$ cat src/rtl/instr_encoder.sv
// Program loader: packs {op_code, reg_s, acc_s, val} into 16-bit words and
// writes them sequentially into program memory from a start-armed base address.
module instr_encoder #(
    parameter int ADDR_W = 8
) (
    input  logic              clk,
    input  logic              rst,
    input  logic              start,
    input  logic [ADDR_W-1:0] base_addr,
    input  logic              in_valid,
    output logic              in_ready,
    input  logic [5:0]        op_code,
    input  logic              reg_s,
    input  logic              acc_s,
    input  logic [7:0]        val,
    input  logic              last,
    output logic              mem_we,
    output logic [ADDR_W-1:0] mem_addr,
    output logic [15:0]       mem_wdata,
    output logic              busy,
    output logic              done,
    output logic [ADDR_W:0]   count,
    output logic              overflow
);

    typedef enum logic [1:0] {
        S_IDLE = 2'd0,
        S_LOAD = 2'd1,
        S_DONE = 2'd2
    } state_t;

    function automatic logic [15:0] pack_word(input logic [5:0] op,
                                              input logic       rs,
                                              input logic       as,
                                              input logic [7:0] v);
        return {op, rs, as, v};
    endfunction

    state_t            state_q;
    logic [ADDR_W-1:0] wr_ptr_q;
    logic [ADDR_W:0]   count_q;
    logic              overflow_q;
    logic              mem_we_q;
    logic [ADDR_W-1:0] mem_addr_q;
    logic [15:0]       mem_wdata_q;

    logic accept_s;
    logic at_top_s;

    assign accept_s = in_valid && (state_q == S_LOAD);
    assign at_top_s = (wr_ptr_q == {ADDR_W{1'b1}});

    // Load FSM with registered write port, pointer and status.
    always_ff @(posedge clk or posedge rst) begin
        if (rst) begin
            state_q     <= S_IDLE;
            wr_ptr_q    <= {ADDR_W{1'b0}};
            count_q     <= {(ADDR_W+1){1'b0}};
            overflow_q  <= 1'b0;
            mem_we_q    <= 1'b0;
            mem_addr_q  <= {ADDR_W{1'b0}};
            mem_wdata_q <= 16'h0000;
        end else begin
            mem_we_q <= 1'b0;
            case (state_q)
                S_IDLE: begin
                    if (start) begin
                        state_q    <= S_LOAD;
                        wr_ptr_q   <= base_addr;
                        count_q    <= {(ADDR_W+1){1'b0}};
                        overflow_q <= 1'b0;
                    end
                end
                S_LOAD: begin
                    if (accept_s) begin
                        mem_we_q    <= 1'b1;
                        mem_addr_q  <= wr_ptr_q;
                        mem_wdata_q <= pack_word(op_code, reg_s, acc_s, val);
                        count_q     <= count_q + {{ADDR_W{1'b0}}, 1'b1};
                        // Pointer is held at the top so it never wraps within a load.
                        if (!at_top_s) begin
                            wr_ptr_q <= wr_ptr_q + {{(ADDR_W-1){1'b0}}, 1'b1};
                        end
                        if (last || at_top_s) begin
                            state_q <= S_DONE;
                        end
                        if (at_top_s && !last) begin
                            overflow_q <= 1'b1;
                        end
                    end
                end
                S_DONE: begin
                    state_q <= S_IDLE;
                end
                default: begin
                    state_q <= S_IDLE;
                end
            endcase
        end
    end

    assign in_ready  = (state_q == S_LOAD);
    assign busy      = (state_q == S_LOAD) || (state_q == S_DONE);
    assign done      = (state_q == S_DONE);
    assign mem_we    = mem_we_q;
    assign mem_addr  = mem_addr_q;
    assign mem_wdata = mem_wdata_q;
    assign count     = count_q;
    assign overflow  = overflow_q;

endmodule
$ cat config.mk
export PLATFORM = sky130hd
export DESIGN_NAME = instr_encoder
export DESIGN_NICKNAME = d
export VERILOG_FILES = /design/src/rtl/instr_encoder.sv
export SDC_FILE = /design/constraint.sdc
export NUM_CORES = 1
export LEC_CHECK = 0
export CORE_MARGIN = 1
export CORE_UTILIZATION = 50
export CTS_CLUSTER_DIAMETER = 50
export CTS_CLUSTER_SIZE = 20
export DETAILED_ROUTE_END_ITERATION = 12
export PLACE_DENSITY = 0.94
export SYNTH_ARGS = -nofsm -noshare
export SYNTH_HDL_FRONTEND = slang
export SYNTH_SLANG_ARGS = --single-unit
export TNS_END_PERCENT = 100
$ cat constraint.sdc
create_clock -name clk -period 6.3 [get_ports clk]
set_clock_uncertainty 0.15 [all_clocks]
set_input_delay 1.26 -clock clk [delete_from_list [all_inputs] [get_ports clk]]
set_output_delay 1.26 -clock clk [all_outputs]
set_load 0.1 [all_outputs]
* Word-level counts from Yosys, hierarchy flattened
Cells that the tools add are included.
Cells by class: eq/ne operators 8, add/sub/neg operators 2, div/mod/pow operators 0, multiply operators 0, bitwise operators 0, magnitude comparators 0, reduce and logical (&&, ||, !) cells 12, muxes and demuxes 17, shift-type cells 0
Operators with widths (count):
- $mux 8 | 3
- $mux 9 | 2
- $pmux 9 s2 | 1
- $pmux 8 s2 | 1
- $add 9x1->9 const B | 1
- $add 8x1->8 const B | 1
- $eq 8x8->1 const B | 1
- $reduce_and 4->1 | 2
- $mux 2 | 3
- $ne 2x1->1 const B | 3
- $reduce_and 3->1 | 2
- $mux 1 | 5
- $ne 2x2->1 const B | 2
- $pmux 2 s2 | 1
- $eq 2x1->1 const B | 1
- $eq 2x2->1 const B | 1
- $logic_and 1x1->1 | 2
- $logic_not 2->1 | 1
- $logic_or 1x1->1 | 2
- $pmux 1 s2 | 1
- $reduce_and 2->1 | 1
- $reduce_bool 2->1 | 1
- $logic_not 1->1 | 1
Storage, ports and cells: bits in read-only memories 0, latch bits 0, memory bits (writable) 0, register bits after elaboration 45, word-level logic and storage cells 46, memories 0

* Depth between registers and ports, before layout
word-level depth 5, mapped depth 8, mapped depth without buffers 6

* Worst setup path before layout
OpenSTA, ideal clock, no wires.
kind reg2reg, start point register state_q[1], end point register mem_wdata_q[10] (netlist: mem_wdata[10]), cell stages (with the launch flop) 8, setup time 0.125 ns, setup slack 3.499 ns, period minus slack after synthesis 2.801 ns, path buffers 2, arrival time 2.526 ns, required time 6.025 ns, cells stage by stage dfrtp_1 inv_1 ha_1 buf_2 nand2_1 clkinv_1 buf_2 mux2_2
On the way: cells in the longest elaborated chain, start to end 3
Ends and longest elaborated chain:
- from (decl) | line 39 | state_t state_q;
- from (signal assigned) | line 56 | state_q <= S_IDLE;
- from (signal assigned) | line 68 | state_q <= S_LOAD;
- from (signal assigned) | line 85 | state_q <= S_DONE;
- $eq 2x1->1 (*)
- named net in_ready | line 11 | output logic in_ready,
- $logic_and 1x1->1 | line 50 | assign accept_s = in_valid && (state_q == S_LOAD);
- $reduce_and 2->1 (no line) (*)
- to (signal assigned) | line 78 | mem_wdata_q <= pack_word(op_code, reg_s, acc_s, val);
- to (decl) | line 45 | logic [15:0] mem_wdata_q;
Mark *: on every way through the listed nets, which the timed path passes. The rest lies on a longest branch. A chain may end at the register's enable or synchronous reset.

* Worst setup path in the final report
start point register state_q[0], end point output busy
On the way: cells in the longest elaborated chain, start to end 2, elaborated cells between the ends (all ways) 3, those cells by class 2 x eq/ne; 1 x reduce/logical
Ends and longest elaborated chain:
- $eq 2x1->1 or $eq 2x2->1 (tied branches) | line 103 | assign busy = (state_q == S_LOAD) || (state_q == S_DONE);
- $logic_or 1x1->1 (*) | line 103
- to (decl) | line 20 | output logic busy,
Every way passes the cells marked *; elsewhere a longest branch is shown, timed or not.

==> results_dict.tcl <==
set metrics [dict create \
    syn_inst 190 \
    design.core.area_um2 4120 \
    r2r_cells 6 \
    grt_pass1_wl_um 7510 \
    grt_usage 0.221 \
    hold_viol_final 0 \
    die_h_um 68.4 \
    syn-num-nets 225 \
    final_nets 291 \
    routed_via_density 5.73 \
    met2_usage 0.387 \
    status "finished, final reports clean" \
    cp-endpoint "busy" \
    clockBufferDepth 2 \
    clkSinkCount 45 \
    critPathKind "register to output port" \
    grt-busiest-layer "met2" \
    rows 23 \
    htree_num_levels 2 \
    antenna_found_initial 0 \
    crit_path_max_fanout 4 \
    setup_tns_ps 0 \
    r2r_slack_ps 3620 \
    max-slew-margin-rel 0.343 \
    wirelength_um 4810 \
    cts_resized 0 \
    synth_warnings 0 \
    holdPathStages 1 \
    worstPathRequired_ps 4890 \
    maxSlewViolCount 0 \
    drc_errors 0 \
    worstSetupStartpoint "state_q[0]" \
    post_cts_buffers 0 \
    n_antenna_cell 0 \
    nFillCells 321 \
    seq_area_frac_synth 0.510 \
    synth_flop_cell "dfrtp_1" \
    max_freq_mhz 280 \
    layout_common_cells "clkdlybuf4s50_1 (66), dfrtp_1 (45), mux2_2 (25)" \
    place.gp.congestion 0.822 \
    postRouteAntennaNets 0 \
    ys_types 48 \
    postLayoutSetupSlackWorst_ps 2720 \
    end_kind "output port" \
    syn_area_um2 2210 \
    min_period_ps 3580 \
    pre_cts_ws_ps 2750 \
    met1_usage 0.263 \
    vias 1760 \
    portBuffers 66 \
    final.period_utilization 0.568 \
    synth_area_per_cell_um2 11.6 \
    ios 67 \
    die_w_um 68.4 \
    synth_edf_count 0 \
    layout_commonest_cell "clkdlybuf4s50_1" \
    cts_tree "built" \
    avgRoutedWirePerCell_um 15.7 \
    drt-initial-drc-count 84 \
    areaGrowthSynthToFinish_pct 36.8 \
    r2r_start "state_q[1]" \
    timing.hold.ws_ps 358 \
    grt_overflow_total 0 \
    hold_class "register to register" \
    first_global_vias 1712 \
    hpwl_um 3450 \
    r2r_end "mem_wdata[9]" \
    arrival_ps 2170 \
    clk_transition_reported_paths_ps 80 \
    cts_buffers 5 \
    worstMarginPinSlew_ps 983 \
    start_util 0.536 \
    start_kind "register" \
    grt_max_degree 46 \
    finalSetupViolCount 0 \
    clk_latency_ps 290 \
    synth_seq_cells 45 \
    use_met3 0.0700 \
    max-cap-violations 0 \
    first_pass_iters 4 \
    rsz0062_at_grt "false" \
    root_buffer "clkbuf_8" \
    synth_async_sr_flop_share 1.00 \
    drive_gt1_frac 0.179 \
    postCtsHoldBufs 0 \
    die-area_um2 4680 \
]
## state kept, by name (all words and copies together) (netlist names)
register   count
wr_ptr_q       8
mem_we         1
mem_addr       8
count          9
overflow       1
state_q        2
mem_wdata     16
## worst min-delay path by stage
stage,from,endpoint,slack (ps)
floorplan,wr_ptr_q[1],wr_ptr_q[1],380
global placement,mem_wdata[9],mem_wdata[9],340
detailed placement,mem_wdata[6],mem_wdata[6],340
CTS,mem_wdata[6],mem_wdata[6],360
global route,mem_wdata[3],mem_wdata[3],380
finish,mem_addr[6],mem_addr[6],360
## cell families (layout without fill, tap and decap cells)
logic type	after synthesis	in the layout	share of synthesized area
flops	45	45	0.510
xor+xnor	3	3	0.0119
fa+ha+maj	6	6	0.0340
compound gates	41	41	0.137
mux	27	27	0.137
simple gates	53	53	0.132
buf+inv	15	82	0.0380
## stage by stage
stage | utilization | area [um^2] | cells
floorplan | - | 2210 | 190
global placement | 0.701 | 2880 | 299
detailed placement | 0.701 | 2880 | 299
CTS | 0.733 | 3020 | 307
global route | 0.733 | 3020 | 307
finish | 0.733 | 3020 | 307
## critical path: stages, from the launching register on
cell and delay [ps]:
dfrtp_1 390, inv_1 80, ha_1 280, clkdlybuf4s50_1 1120
## Yosys cell counts, types with 2 or more instances
master	number	area, um^2
dfrtp_1	45	1130
mux2_2	25	282
nand2_1	17	63.8
a21oi_1	9	45.0
nand3_1	7	35.0
ha_1	6	75.1
nor2_1	6	22.5
o21ai_0	6	30.0
inv_1	5	18.8
o22ai_1	5	31.3
a2bb2oi_1	4	35.0
buf_2	3	15.0
buf_6	3	33.8
nand4_1	3	18.8
nor2b_1	3	18.8
xor2_1	3	26.3
a211oi_1	2	15.0
clkbuf_1	2	7.51
nor2_2	2	12.5
nor3_1	2	10.0
o2111ai_1	2	17.5
o31ai_1	2	15.0
or3_2	2	15.0
or4_1	2	15.0
## layout make-up
type | count | area (um^2) | area share
Tap cell | 50 | 62.6 | 0.0207
Multi-Input combinational cell | 130 | 996 | 0.330
Sequential cell | 45 | 1130 | 0.373
Clock inverter | 3 | 65.1 | 0.0216
Timing Repair Buffer | 68 | 676 | 0.224
Clock buffer | 5 | 68.8 | 0.0228
Inverter | 6 | 22.5 | 0.00747
## layer usage
| metal | part of all wire | up-vias |
|---|---|---|
| met4 | 0.0050 | 0 |
| met1 | 0.42 | 851 |
| met3 | 0.071 | 4 |
| li1 | - | 826 |
| met5 | 0 | - |
| met2 | 0.51 | 79 |
Power is not shown: default switching activity piles up to over one toggle a cycle in this logic, so the estimate is an artifact.
==> edit: new RTL, same flow settings <==
Change the parameter `ADDR_W` from 8 to 9.
--- a/src/rtl/instr_encoder.sv
+++ b/src/rtl/instr_encoder.sv
@@ -3,3 +3,3 @@
 module instr_encoder #(
-    parameter int ADDR_W = 8
+    parameter int ADDR_W = 9
 ) (
Interface: changed (resized base_addr, count and mem_addr); port bits go from 67 to 70. The function was not compared with the original's and may differ.
==> edit against the unedited design <==
- wire length increased by 3.9%
- setup slack got worse by 0.79 ns
- design area grew 3.0%
- highest routed layer unchanged
- synthesized area increased by 3.1%
- sequential share of layout area is 1.3 points higher
- sequential cell count rose by 3
- critical path type unchanged
Power is left out: the tool's default activity adds up to more than one toggle a clock period on the data nets, which glitch-free logic cannot reach.
==> edit: results (changes against the unedited design) <==
Worst setup path
  – Crit-path max FO: 30 (+26)
  – Arr. time, crit path: 2.95 ns (+0.78 ns)
  – CP peak stage delay: 1.29 ns (+0.17 ns)
  – Crit. Startpoint: state_q[1]
  – Worst-case reg-to-reg path depth: 6 (unchanged)

Place
  – Post-DP HPWL: 3500 µm (+1.3%)
  – Routability-driven placement congestion ratio: 0.840 (+2.2%)
  – Dpl cells: 317 (+6.0%)
  – Post-DP Area: 0.00299 mm² (+3.8%)
  – DP Worst Slack: 2.29 ns (-0.459 ns)
  – Number of port buffers: 69 (+4.5%)

Clock network
  – Clock-pin slew on the worst setup and hold paths: 0.09 ns
  – CTS Buffer Depth: 2 (unchanged)
  – Worst-Skew Late Latency: 0.30 ns

Finish
  – Fin nets: 310 (+6.5%)
  – Cell Count, Final, Fillers Out: 325 (+5.9%)
  – Max FFs per register: 16 (unchanged)
  – Share of layout cells above drive strength 1: 13.2% (-4.7 points)
  – Filler cells: 313 (-2.5%)

Synthesis
  – Post-Syn Nets: 243 (+8.0%)
  – Mapped Cells: 205 (+7.9%)
  – Distinct cells, synth: 33 (-31%)
  – Primary FF master, synth: dfrtp_1
  – Register area share after synthesis: 52.8% (+1.8 points)
  – Commonest cells post-synth: dfrtp_1 (48), mux2_2 (25), nand2_1 (16)
  – Syn. warnings: 0 (unchanged)
  – Most area-consuming cells after synthesis: dfrtp_1 (53%), mux2_2 (12%), ha_1 (4.4%)

Global routing
  – Initial antenna violation count: 0 (unchanged)
  – Largest net degree at the start of global routing: 49 (+6.5%)
  – Total Routing Usage GR: 22.3% (+0.25 points)
  – First-pass GRT wire length: 8540 µm (+14%)
  – Vias in the first global route: 1,829 (+6.8%)

STA
  – Slew HR: 30.1% (-4.2 points)
  – # setup viols final: 0 (unchanged)

Route
  – Vias: 1,862 (+5.8%)
  – Routed length per instance: 15.4 µm (-1.9%)
  – Initial DRC Count: 161 (+92%)

Hold path
  – Hold Crit Depth: 1 (unchanged)
  – Origin of the worst min-delay path: mem_wdata[12]

Outcome
  – Run status: completed
edit: changes by cell type after synthesis, moves of 4 or more:
cell and delta:
nand3_1 +4, a2bb2oi_1 -4, inv_1 +4, nor2_1 +5, o21ai_0 +9, clkbuf_1 +6, a22o_1 +5
edit: final timing paths:
| check | slack (ns) | end |
|---|---|---|
| worst min register to register | 0.36 | mem_wdata[12] |
| min in group asynchronous | 1.33 | mem_wdata[8] |
| worst max-delay path | 1.94 | in_ready |
| worst max register to register | 2.96 | count[8] |
| worst min-delay path | 0.36 | mem_wdata[12] |
| max in group asynchronous | 4.05 | mem_addr[7] |
edit: per-layer routing:
| layer | vias to the layer above | wire, µm | track usage (%) |
|---|---|---|---|
| li1 | 872 | - | - |
| met1 | 913 | 2130 | 29.4 |
| met2 | 69 | 2490 | 35.4 |
| met3 | 8 | 307 | 6.69 |
| met4 | 0 | 59 | 7.48 |
| met5 | - | 0 | 0 |
edit: cell families after synthesis:
| logic type | count (synthesis) | synth area share, % |
|---|---|---|
| flops | 48 | 52.8 |
| fa+ha+maj | 8 | 4.40 |
| buf+inv | 18 | 3.14 |
| xor+xnor | 3 | 1.16 |
| simple gates | 57 | 12.2 |
| compound gates | 41 | 11.4 |
| mux | 30 | 14.8 |
edit: critical path, delay by kind of cell, from the launching register on:
family	cells	cell delay, ns
adder cells (fa/ha/maj)	1	0.84
flip-flops	1	0.39
buffers and inverters	2	1.43
edit: layout make-up:
class                           count  area (µm²)  share of cell area [%]
Sequential cell                    48        1200                    38.7
Inverter                            9        33.8                    1.09
Multi-Input combinational cell    139        1000                    32.2
Clock inverter                      3        46.3                    1.49
Timing Repair Buffer               69         691                    22.2
Tap cell                           52        65.1                    2.09
Clock buffer                        5        68.8                    2.22
